==> src/rtl/vga_sync_gen_pkg.sv <==
// -----------------------------------------------------------------------------
// vga_sync_gen_pkg
//   Shared VGA timing constants (640x480 @ 60 Hz defaults), the derived
//   window margins, and the per-axis phase encoding. The colour-assignment
//   stage uses the same margins.
//
//   Configuration macro: VGA_SYNC_POSITIVE_EN
//     defined   -> Hsync/Vsync active-high (idle level 0)
//     undefined -> Hsync/Vsync active-low  (idle level 1)
// -----------------------------------------------------------------------------
package vga_sync_gen_pkg;

  localparam int VGA_REZ_MAX_WIDTH = 11;

  localparam int VGA_H_SYNC   = 96;
  localparam int VGA_H_BACK   = 48;
  localparam int VGA_H_ACTIVE = 640;
  localparam int VGA_H_FRONT  = 16;

  localparam int VGA_V_SYNC   = 2;
  localparam int VGA_V_BACK   = 33;
  localparam int VGA_V_ACTIVE = 480;
  localparam int VGA_V_FRONT  = 10;

  localparam int VGA_H_TOTAL = VGA_H_SYNC + VGA_H_BACK + VGA_H_ACTIVE + VGA_H_FRONT;
  localparam int VGA_V_TOTAL = VGA_V_SYNC + VGA_V_BACK + VGA_V_ACTIVE + VGA_V_FRONT;
  localparam int VGA_H_LEFT  = VGA_H_SYNC + VGA_H_BACK;
  localparam int VGA_H_RIGHT = VGA_H_LEFT + VGA_H_ACTIVE;  // exclusive
  localparam int VGA_V_LEFT  = VGA_V_SYNC + VGA_V_BACK;
  localparam int VGA_V_RIGHT = VGA_V_LEFT + VGA_V_ACTIVE;  // exclusive

  // Phase of one axis. Position 0 is the first sync pixel/line.
  typedef enum logic [1:0] {
    PH_SYNC   = 2'd0,
    PH_BACK   = 2'd1,
    PH_ACTIVE = 2'd2,
    PH_FRONT  = 2'd3
  } phase_e;

`ifdef VGA_SYNC_POSITIVE_EN
  localparam logic SYNC_ACTIVE_LVL = 1'b1;
`else
  localparam logic SYNC_ACTIVE_LVL = 1'b0;
`endif

endpackage

==> src/rtl/vga_sync_gen_axis_counter.sv <==
// -----------------------------------------------------------------------------
// vga_axis_counter
//   One timing axis: a wrapping position counter plus the
//   SYNC -> BACK -> ACTIVE -> FRONT -> SYNC phase FSM. Used once for the
//   horizontal axis (stepped every pixel tick) and once for the vertical
//   axis (stepped on line wrap).
//
//   Ports:
//     clk_i      clock
//     rst_i      synchronous active-high reset (count = TOTAL-1, phase FRONT)
//     step_i     advance one position on this edge
//     count_o    registered position
//     count_d_o  position after this edge (next-state)
//     phase_o    registered phase (also the FSM debug view)
//     phase_d_o  phase after this edge (next-state)
// -----------------------------------------------------------------------------
module vga_axis_counter
  import vga_sync_gen_pkg::*;
#(
  parameter int WIDTH    = 11,
  parameter int SYNC_LEN = 96,
  parameter int LEFT     = 144,
  parameter int RIGHT    = 784,
  parameter int TOTAL    = 800
) (
  input  logic             clk_i,
  input  logic             rst_i,
  input  logic             step_i,
  output logic [WIDTH-1:0] count_o,
  output logic [WIDTH-1:0] count_d_o,
  output logic [1:0]       phase_o,
  output logic [1:0]       phase_d_o
);

  localparam logic [WIDTH-1:0] LAST_C  = WIDTH'(TOTAL - 1);
  localparam logic [WIDTH-1:0] SYNC_C  = WIDTH'(SYNC_LEN);
  localparam logic [WIDTH-1:0] LEFT_C  = WIDTH'(LEFT);
  localparam logic [WIDTH-1:0] RIGHT_C = WIDTH'(RIGHT);

  logic [WIDTH-1:0] count_q, count_d;
  phase_e           phase_q, phase_d;

  always_comb begin
    count_d = count_q;
    if (step_i) begin
      count_d = (count_q == LAST_C) ? '0 : count_q + WIDTH'(1);
    end
  end

  // Phase changes on the step that enters each threshold count.
  always_comb begin
    phase_d = phase_q;
    if (step_i) begin
      if (count_d == '0)          phase_d = PH_SYNC;
      else if (count_d == SYNC_C) phase_d = PH_BACK;
      else if (count_d == LEFT_C) phase_d = PH_ACTIVE;
      else if (count_d == RIGHT_C) phase_d = PH_FRONT;
    end
  end

  always_ff @(posedge clk_i) begin
    if (rst_i) begin
      count_q <= LAST_C;
      phase_q <= PH_FRONT;
    end else begin
      count_q <= count_d;
      phase_q <= phase_d;
    end
  end

  assign count_o   = count_q;
  assign count_d_o = count_d;
  assign phase_o   = phase_q;
  assign phase_d_o = phase_d;

endmodule

==> src/rtl/vga_sync_gen.sv <==
// -----------------------------------------------------------------------------
// vga_sync_gen
//   VGA timing generator: position counters, sync pulses, visible-window
//   flag and a one-pixel-ahead data request. Everything advances only on
//   Clk edges where the pixel tick En is high. All outputs are registered
//   from the next count value, so they line up with Count_h/Count_v.
//
//   Configuration macro: VGA_SYNC_POSITIVE_EN (see vga_sync_gen_pkg) selects
//   sync polarity; all other outputs are identical in both builds.
//
//   Ports:
//     Clk          system clock
//     Rst          synchronous active-high reset, overrides En
//     En           pixel tick
//     Count_h      horizontal position 0..H_TOTAL-1
//     Count_v      vertical position 0..V_TOTAL-1
//     Hsync/Vsync  sync outputs
//     Active       current position is visible
//     Data_req     position reached by the next En is visible
//     Line_start   one-Clk pulse as Count_h becomes 0
//     Frame_start  one-Clk pulse as (Count_h,Count_v) becomes (0,0)
//     Phase_h_dbg  horizontal phase FSM state (SYNC=0 BACK=1 ACTIVE=2 FRONT=3)
//     Phase_v_dbg  vertical phase FSM state
//
//   Handshake: Data_req is a level, not a valid/ready pair. Upstream samples
//   it on an En cycle and must present pixel data before the following En.
// -----------------------------------------------------------------------------
module vga_sync_gen
  import vga_sync_gen_pkg::*;
#(
  parameter int REZ_MAX_WIDTH = VGA_REZ_MAX_WIDTH,
  parameter int H_SYNC        = VGA_H_SYNC,
  parameter int H_BACK        = VGA_H_BACK,
  parameter int H_ACTIVE      = VGA_H_ACTIVE,
  parameter int H_FRONT       = VGA_H_FRONT,
  parameter int V_SYNC        = VGA_V_SYNC,
  parameter int V_BACK        = VGA_V_BACK,
  parameter int V_ACTIVE      = VGA_V_ACTIVE,
  parameter int V_FRONT       = VGA_V_FRONT
) (
  input  logic                     Clk,
  input  logic                     Rst,
  input  logic                     En,
  output logic [REZ_MAX_WIDTH-1:0] Count_h,
  output logic [REZ_MAX_WIDTH-1:0] Count_v,
  output logic                     Hsync,
  output logic                     Vsync,
  output logic                     Active,
  output logic                     Data_req,
  output logic                     Line_start,
  output logic                     Frame_start,
  output logic [1:0]               Phase_h_dbg,
  output logic [1:0]               Phase_v_dbg
);

  localparam int H_TOTAL = H_SYNC + H_BACK + H_ACTIVE + H_FRONT;
  localparam int V_TOTAL = V_SYNC + V_BACK + V_ACTIVE + V_FRONT;
  localparam int H_LEFT  = H_SYNC + H_BACK;
  localparam int H_RIGHT = H_LEFT + H_ACTIVE;
  localparam int V_LEFT  = V_SYNC + V_BACK;
  localparam int V_RIGHT = V_LEFT + V_ACTIVE;

  localparam logic [REZ_MAX_WIDTH-1:0] H_LAST_C  = REZ_MAX_WIDTH'(H_TOTAL - 1);
  // Next pixel is visible when the current one is in [H_LEFT-1, H_RIGHT-1).
  localparam logic [REZ_MAX_WIDTH-1:0] H_PRE_C   = REZ_MAX_WIDTH'(H_LEFT - 1);
  localparam logic [REZ_MAX_WIDTH-1:0] H_PREND_C = REZ_MAX_WIDTH'(H_RIGHT - 1);
  localparam logic [REZ_MAX_WIDTH-1:0] V_LEFT_C  = REZ_MAX_WIDTH'(V_LEFT);
  localparam logic [REZ_MAX_WIDTH-1:0] V_RIGHT_C = REZ_MAX_WIDTH'(V_RIGHT);

  logic [REZ_MAX_WIDTH-1:0] h_cnt, h_cnt_d, v_cnt, v_cnt_d;
  logic [1:0]               h_ph, h_ph_d, v_ph, v_ph_d;
  logic                     v_step;

  assign v_step = En & (h_cnt == H_LAST_C);

  vga_axis_counter #(
    .WIDTH(REZ_MAX_WIDTH), .SYNC_LEN(H_SYNC), .LEFT(H_LEFT),
    .RIGHT(H_RIGHT), .TOTAL(H_TOTAL)
  ) u_h_axis (
    .clk_i(Clk), .rst_i(Rst), .step_i(En),
    .count_o(h_cnt), .count_d_o(h_cnt_d), .phase_o(h_ph), .phase_d_o(h_ph_d)
  );

  vga_axis_counter #(
    .WIDTH(REZ_MAX_WIDTH), .SYNC_LEN(V_SYNC), .LEFT(V_LEFT),
    .RIGHT(V_RIGHT), .TOTAL(V_TOTAL)
  ) u_v_axis (
    .clk_i(Clk), .rst_i(Rst), .step_i(v_step),
    .count_o(v_cnt), .count_d_o(v_cnt_d), .phase_o(v_ph), .phase_d_o(v_ph_d)
  );

  logic hsync_q, hsync_d, vsync_q, vsync_d;
  logic active_q, active_d, data_req_q, data_req_d;
  logic line_start_q, line_start_d, frame_start_q, frame_start_d;

  // With En low the next counts/phases equal the current ones, so the
  // level outputs hold naturally; only the pulses need the En qualifier.
  always_comb begin
    hsync_d       = (h_ph_d == PH_SYNC) ? SYNC_ACTIVE_LVL : !SYNC_ACTIVE_LVL;
    vsync_d       = (v_ph_d == PH_SYNC) ? SYNC_ACTIVE_LVL : !SYNC_ACTIVE_LVL;
    active_d      = (h_ph_d == PH_ACTIVE) && (v_ph_d == PH_ACTIVE);
    // Inside the pre-window the line cannot wrap, so the next line index is
    // unchanged; at H_TOTAL-1 the next pixel is 0, which is never visible.
    data_req_d    = (h_cnt_d >= H_PRE_C) && (h_cnt_d < H_PREND_C) &&
                    (v_cnt_d >= V_LEFT_C) && (v_cnt_d < V_RIGHT_C);
    line_start_d  = En && (h_cnt_d == '0);
    frame_start_d = line_start_d && (v_cnt_d == '0);
  end

  always_ff @(posedge Clk) begin
    if (Rst) begin
      hsync_q       <= !SYNC_ACTIVE_LVL;
      vsync_q       <= !SYNC_ACTIVE_LVL;
      active_q      <= 1'b0;
      data_req_q    <= 1'b0;
      line_start_q  <= 1'b0;
      frame_start_q <= 1'b0;
    end else begin
      hsync_q       <= hsync_d;
      vsync_q       <= vsync_d;
      active_q      <= active_d;
      data_req_q    <= data_req_d;
      line_start_q  <= line_start_d;
      frame_start_q <= frame_start_d;
    end
  end

  assign Count_h     = h_cnt;
  assign Count_v     = v_cnt;
  assign Hsync       = hsync_q;
  assign Vsync       = vsync_q;
  assign Active      = active_q;
  assign Data_req    = data_req_q;
  assign Line_start  = line_start_q;
  assign Frame_start = frame_start_q;
  assign Phase_h_dbg = h_ph;
  assign Phase_v_dbg = v_ph;

endmodule
==> config.mk <==
export PLATFORM = sky130hd
export DESIGN_NAME = vga_sync_gen
export DESIGN_NICKNAME = d
export VERILOG_FILES = /design/src/rtl/vga_sync_gen_pkg.sv /design/src/rtl/vga_sync_gen_axis_counter.sv /design/src/rtl/vga_sync_gen.sv
export SDC_FILE = /design/constraint.sdc
export NUM_CORES = 1
export LEC_CHECK = 0
export CAP_MARGIN = 30
export CORE_AREA = 3 3 66 68
export DETAILED_ROUTE_END_ITERATION = 10
export DIE_AREA = 0 0 69 71
export PLACE_DENSITY = 0.95
export SYNTH_ARGS = -nofsm -noshare
export SYNTH_HDL_FRONTEND = slang
export SYNTH_SLANG_ARGS = --single-unit
==> constraint.sdc <==
create_clock -name Clk -period 5.1 [get_ports Clk]
set_input_delay 0.51 -clock Clk [delete_from_list [all_inputs] [get_ports Clk]]
set_output_delay 0.51 -clock Clk [all_outputs]
set_load 0.005 [all_outputs]
# [Word level (Yosys, flattened, before mapping)]
# Cells that the tools add are included.
[word_totals] input_bits=3 regBits=32 wordCells=53
[op_classes] n_addsub=2 n_bitwise=1 muxes=16 order_cmp=4 eq_ne=10 n_reduce_logical=10
[op_table] operator="equality test 11 x 10 -> 1 bit, second input constant" n=4
[op_table] operator="2-to-1 mux 11 bit" n=4
[op_table] operator="adder 11 x 1 -> 11 bit, second input constant" n=2
[op_table] operator="logical NOT 11 bit" n=2
[op_table] operator="less-than comparator 11 x 10 -> 1 bit, second input constant" n=2
[op_table] operator="2-to-1 mux 2 bit" n=10
[op_table] operator="equality test 11 x 2 -> 1 bit, second input constant" n=1
[op_table] operator="equality test 11 x 6 -> 1 bit, second input constant" n=1
[op_table] operator="equality test 11 x 7 -> 1 bit, second input constant" n=1
[op_table] operator="equality test 11 x 8 -> 1 bit, second input constant" n=1
[op_table] operator="greater-or-equal comparator 11 x 6 -> 1 bit, second input constant" n=1
[op_table] operator="greater-or-equal comparator 11 x 8 -> 1 bit, second input constant" n=1
[op_table] operator="logical AND 1 bit" n=6
[op_table] operator="equality test 2 bit, second input constant" n=2
[op_table] operator="logical NOT 2 bit" n=2
[op_table] operator="2-to-1 mux 1 bit" n=2
[op_table] operator="AND 1 bit" n=1

# [Longest topological paths before layout]
[depth] depth_word=11 depth_mapped=12 ltp_nobuf=10

# [Hierarchy]
# A second synthesis with hierarchy kept.
[unflattened] cells_unflattened=277 area_unflattened_um2=2274.7
[modules_own_cells] module="vga_axis_counter (u_h_axis)" area_per_inst_um2=1006.0 cells_each=125 n_inst=1 seq_area_each_um2=260.2
[modules_own_cells] module="vga_axis_counter (u_v_axis)" area_per_inst_um2=953.4 cells_each=116 n_inst=1 seq_area_each_um2=260.2
[modules_own_cells] module="vga_sync_gen" area_per_inst_um2=315.3 cells_each=36 n_inst=1 seq_area_each_um2=120.1

# [Worst setup path after synthesis]
# No wires, ideal clock.
[synth_path] path_kind="flip-flop to flip-flop" start="reg u_v_axis.count_q[0] (netlist: u_v_axis.count_o[0])" end="reg active_q (netlist: Active)" setup_ps=62 stages_incl_launch_ff=13 slack_ps=2469 path_buffers=2 arrival_ps=2569 synth_period_minus_slack_ps=2631 path_cell_list="dfxtp_1 -> buf_4 -> inv_1 -> ha_1 -> and4bb_2 -> and3b_1 -> buf_6 -> nor2_1 -> a211o_1 -> or3_4 -> nor4b_2 -> o22ai_1 -> and4bb_1"
[synth_between] elab_chain_cells=11 elab_cells_between_ends=15
[synth_rtl] element="start, declared" line="vga_sync_gen_axis_counter.sv:40" rtl="logic [WIDTH-1:0] count_q, count_d;"
[synth_rtl] element="start signal, assigned" line="vga_sync_gen_axis_counter.sv:66" rtl="count_q <= count_d;"
[synth_rtl] element="adder 11 x 1 -> 11 bit or equality test 11 x 10 -> 1 bit (tied branches)" line="vga_sync_gen_axis_counter.sv:46" rtl="count_d = (count_q == LAST_C) ? '0 : count_q + WIDTH'(1);"
[synth_rtl] element="2-to-1 mux 11 bit" line="vga_sync_gen_axis_counter.sv:46"
[synth_rtl] element="2-to-1 mux 11 bit *" line="vga_sync_gen_axis_counter.sv:45" rtl="if (step_i) begin"
[synth_rtl] element="equality test 11 x 10 -> 1 bit" line="vga_sync_gen_axis_counter.sv:57" rtl="else if (count_d == RIGHT_C) phase_d = PH_FRONT;"
[synth_rtl] element="2-to-1 mux 2 bit" line="vga_sync_gen_axis_counter.sv:57"
[synth_rtl] element="2-to-1 mux 2 bit" line="vga_sync_gen_axis_counter.sv:56" rtl="else if (count_d == LEFT_C) phase_d = PH_ACTIVE;"
[synth_rtl] element="2-to-1 mux 2 bit" line="vga_sync_gen_axis_counter.sv:55" rtl="else if (count_d == SYNC_C) phase_d = PH_BACK;"
[synth_rtl] element="2-to-1 mux 2 bit *" line="vga_sync_gen_axis_counter.sv:54" rtl="if (count_d == '0) phase_d = PH_SYNC;"
[synth_rtl] element="2-to-1 mux 2 bit *" line="vga_sync_gen_axis_counter.sv:53" rtl="if (step_i) begin"
[synth_rtl] element="equality test 2 bit *" line="vga_sync_gen.sv:101" rtl="active_d = (h_ph_d == PH_ACTIVE) && (v_ph_d == PH_ACTIVE);"
[synth_rtl] element="logical AND 1 bit *" line="vga_sync_gen.sv:101"
[synth_rtl] element="end signal, assigned" line="vga_sync_gen.sv:121" rtl="active_q <= active_d;"
[synth_rtl] element="end, declared" line="vga_sync_gen.sv:93" rtl="logic active_q, active_d, data_req_q, data_req_d;"
# Every way passes the cells marked *; elsewhere a longest branch is shown, timed or not.
# A chain may end at the register's enable or synchronous reset.

# [Worst setup path in the final report]
[layout_path] start="in En" end="reg active_q (netlist: Active)"
[layout_between] elab_chain_cells=10 elab_cells_between_ends=24
[layout_rtl] element="start, declared" line="vga_sync_gen.sv:43" rtl="input logic En,"
[layout_rtl] element="AND 1 bit" line="vga_sync_gen.sv:74" rtl="assign v_step = En & (h_cnt == H_LAST_C);"
[layout_rtl] element="2-to-1 mux 11 bit" line="vga_sync_gen_axis_counter.sv:45"
[layout_rtl] element="equality test 11 x 10 -> 1 bit" line="vga_sync_gen_axis_counter.sv:57"
[layout_rtl] element="2-to-1 mux 2 bit" line="vga_sync_gen_axis_counter.sv:57"
[layout_rtl] element="2-to-1 mux 2 bit" line="vga_sync_gen_axis_counter.sv:56"
[layout_rtl] element="2-to-1 mux 2 bit" line="vga_sync_gen_axis_counter.sv:55"
[layout_rtl] element="2-to-1 mux 2 bit" line="vga_sync_gen_axis_counter.sv:54"
[layout_rtl] element="2-to-1 mux 2 bit" line="vga_sync_gen_axis_counter.sv:53"
[layout_rtl] element="equality test 2 bit" line="vga_sync_gen.sv:101"
[layout_rtl] element="logical AND 1 bit *" line="vga_sync_gen.sv:101"
# Marks and branches as above.

==> results.txt <==
Slowest cell on crit path - clkdlybuf4s50_1
Setup TNS - 0 ns
Post-synth EDFFs - 0
CTS tree - done
Peak supply drop - 0.2480 mV
Finished Core Util - 66.59%
Kind of critical path - in -> reg
Clk buf depth - 2
Share of post-route cells with drive strength above 1 - 11.60%
Routed length on met3 - 333 µm
Post-cts resize count - 0
Die Span X - 69 µm
Mapped Cells - 266
I/O Buffers - 34
Fmax achieved - 287.2 MHz
Area delta synth->final - 19.37%
Max Slew Vio Count - 0
Seq/Total Area, Yosys - 29.34%
Yosys cell types - 68
PD cells - 318.9 mW/mm²
Post-synthesis async set-or-reset flop share - 0%
Top FF cell, synth - dfxtp_1
Die footprint - 0.004899 mm²
Boundary pin count - 35
Fillers - 343
Synth warn - 0
Met1 Wirelength - 2.383 mm
Hold WC Path Type - reg -> reg
CP Data Required Time - 5.34 ns
Min Tclk post-route - 3.482 ns
ANT nets after route - 0
Hold Violations, Final - 0
RSZ-0062 raised after global routing - false
Buffers and inverters on the worst path - 1
Setup violators final - 0
Root Driver - clkbuf_8
Max-capacitance violation count - 0
Drt via density - 6.300
Top sig layer - met4
Initial antenna violation count - 0
Core footprint - 0.003914 mm²
Routed WL per cell - 16.56 µm
Clock transition at the registers of the reported paths - 0.07 ns
Vias in the first global route - 2,067
Critical Path Fanout Max - 25
Synth Register Bits - 32
DRC viols - 0
Hold Buf Count CTS - 0
CP endpoint kind - register
Syn Area/Cell - 8.208 µm²
CTS HTree Levels - 2
Largest cells by area after synthesis - dfxtp_1 29%, a21oi_1 4.1%, nor3_1 4.1%
Final nets - 298
Synth area leader - dfxtp_1
Max incr delay on CP - 0.69 ns
Syn_nets - 272
Top cell type's share of synthesized area - 29.34%
Drt first pass iters - 4
WL met2 - 2.783 mm
CP Launch Type - primary input
Arrival @ worst endpoint - 3.72 ns
Rel. slew slack - 34.93%
Global-route wire length before repair - 9.660 mm
Die H - 71 µm
Grt total ovfl - 0
DR vias - 2,161
Leakage power - 0.9296 nW
GRT Total Usage - 23.94%
Starting Density - 55.79%
Critical path, cell by cell - clkdlybuf4s50_1, nor4b_4, nand3_2, o21a_1, a211o_1, or3_4, nor4b_2, o22ai_1, and4bb_1
Largest net degree at the start of global routing - 30
Final Skew - 0.01056 ns
Min Hold Slack - 0.5390 ns
FP Rows - 23
Area of the multi-input gates - 0.001406 mm²
Top delay family on crit path - simple AND/OR/NAND/NOR gates
Antenna Cells - 0
Sequential cell area - 640.6 µm²
Sink Count - 32
Syn Std Cell Area - 0.002183 mm²
DPL Wire Length - 4.105 mm
DRT Wirelength - 5.679 mm
Setup Fix Bufs, Post-CTS - 0
GPL Wtd Cong - 0.9288
Initial drt markers - 195
Final worst path period share - 68.27%
Worst-skew pair later-pin latency - 0.30 ns
CTS Buf Count - 5
Status - finished, final reports clean
Worst-margin pin slew - 0.9729 ns
[synthesized netlist by cell type (2+ instances only)]
library cell / n
or2_2: 3
o31ai_1: 4
buf_4: 3
nor2_1: 23
and3_1: 2
buf_6: 3
nand3b_1: 2
a31o_2: 2
or3_4: 2
xnor2_1: 9
xor2_1: 6
a2111oi_0: 2
o21ai_0: 8
ha_1: 3
nor3_1: 18
nor3b_1: 2
nand2_1: 17
nor2b_1: 2
a21oi_1: 18
o21ba_2: 2
nand4_1: 4
o21a_1: 6
and3_2: 2
o22ai_1: 4
nor4bb_1: 2
a21o_1: 2
nand4b_1: 2
nand2b_1: 7
mux2_2: 2
nor4_1: 5
dfxtp_1: 32
inv_1: 8
nand3_1: 17
a211oi_1: 2
clkbuf_1: 3
buf_2: 5
[tightest hold or removal path: stages (launching register included)]
cell	delay, ns
dfxtp_1	0.33
o22ai_1	0.10
nand2b_1	0.08
[through the flow]
stage,cells,setup slack [ns],power [W],cell area (µm²)
global route,343,1.392,0.0008709,2606
floorplan,266,2.469,0.0004965,2183
CTS,343,1.624,0.0008273,2606
finish,343,1.618,0.0008312,2606
detailed placement,335,1.340,0.0005569,2480
global placement,335,1.465,0.0005485,2480
[flip-flops by register name, summed over array words and instances (netlist names), 2 cells and up]
| name | count |
|---|---|
| u_v_axis.count_o | 11 |
| u_v_axis.phase_o | 2 |
| u_h_axis.count_o | 11 |
| u_h_axis.phase_o | 2 |
[worst paths after layout]
| kind | startpoint | to | slack, ns | depth (start not counted) |
|---|---|---|---|---|
| max reg2reg | u_h_axis.count_o[0]$_SDFF_PP1_ | Active$_SDFF_PP0_ | 1.80 | 9 |
| min reg2reg | u_h_axis.phase_o[1]$_SDFF_PP1_ | u_h_axis.phase_o[1]$_SDFF_PP1_ | 0.54 | 2 |
| max | En | Active$_SDFF_PP0_ | 1.62 | 9 |
| min | u_h_axis.phase_o[1]$_SDFF_PP1_ | u_h_axis.phase_o[1]$_SDFF_PP1_ | 0.54 | 2 |
[metal layers]
layer,track usage [%],up-vias
met5,0,-
met4,12.36,0
met3,4.545,22
met2,41.42,94
met1,28.20,1008
li1,-,1037
[kinds of logic after synthesis]
kind of cell | synth area share (%)
buf+inv | 6.246
flops | 29.34
xor+xnor | 6.017
mux | 1.662
simple gates | 35.64
fa+ha+maj | 1.719
compound gates | 19.37
[final cells by class]
type                    count  area share (%)
multi-input cells         211           53.96
inverters                   8           1.152
repair buffers             34           13.06
clock buffers               7           3.697
flip-flops and latches     32           24.58
clock inverters             1           1.152
well taps                  50           2.400
[cell usage in the layout, fill, tap and decap left out, types with 3 or more instances in the layout]
cell / count
nor4_1: 5
nand2_1: 17
nand2b_1: 7
nand4_1: 4
or2_2: 3
xor2_1: 6
a21oi_1: 18
dfxtp_1: 32
o22ai_1: 4
nand3_1: 17
clkbuf_8: 7
ha_1: 3
nor2_1: 23
xnor2_1: 9
o21ai_0: 8
o21a_1: 6
nor3_1: 18
inv_1: 8
o31ai_1: 4
clkdlybuf4s50_1: 34
[report_power, final]
group	total, W	internal, W	switching, W	leakage (nW)
Combinational	0.000257	0.000108	0.000149	0.605
Clock	0.000272	0.000172	0.0000998	0.0645
Sequential	0.000302	0.000266	0.0000359	0.260
Total	0.000831	0.000547	0.000284	0.930
(Power assumes the default switching activity.)
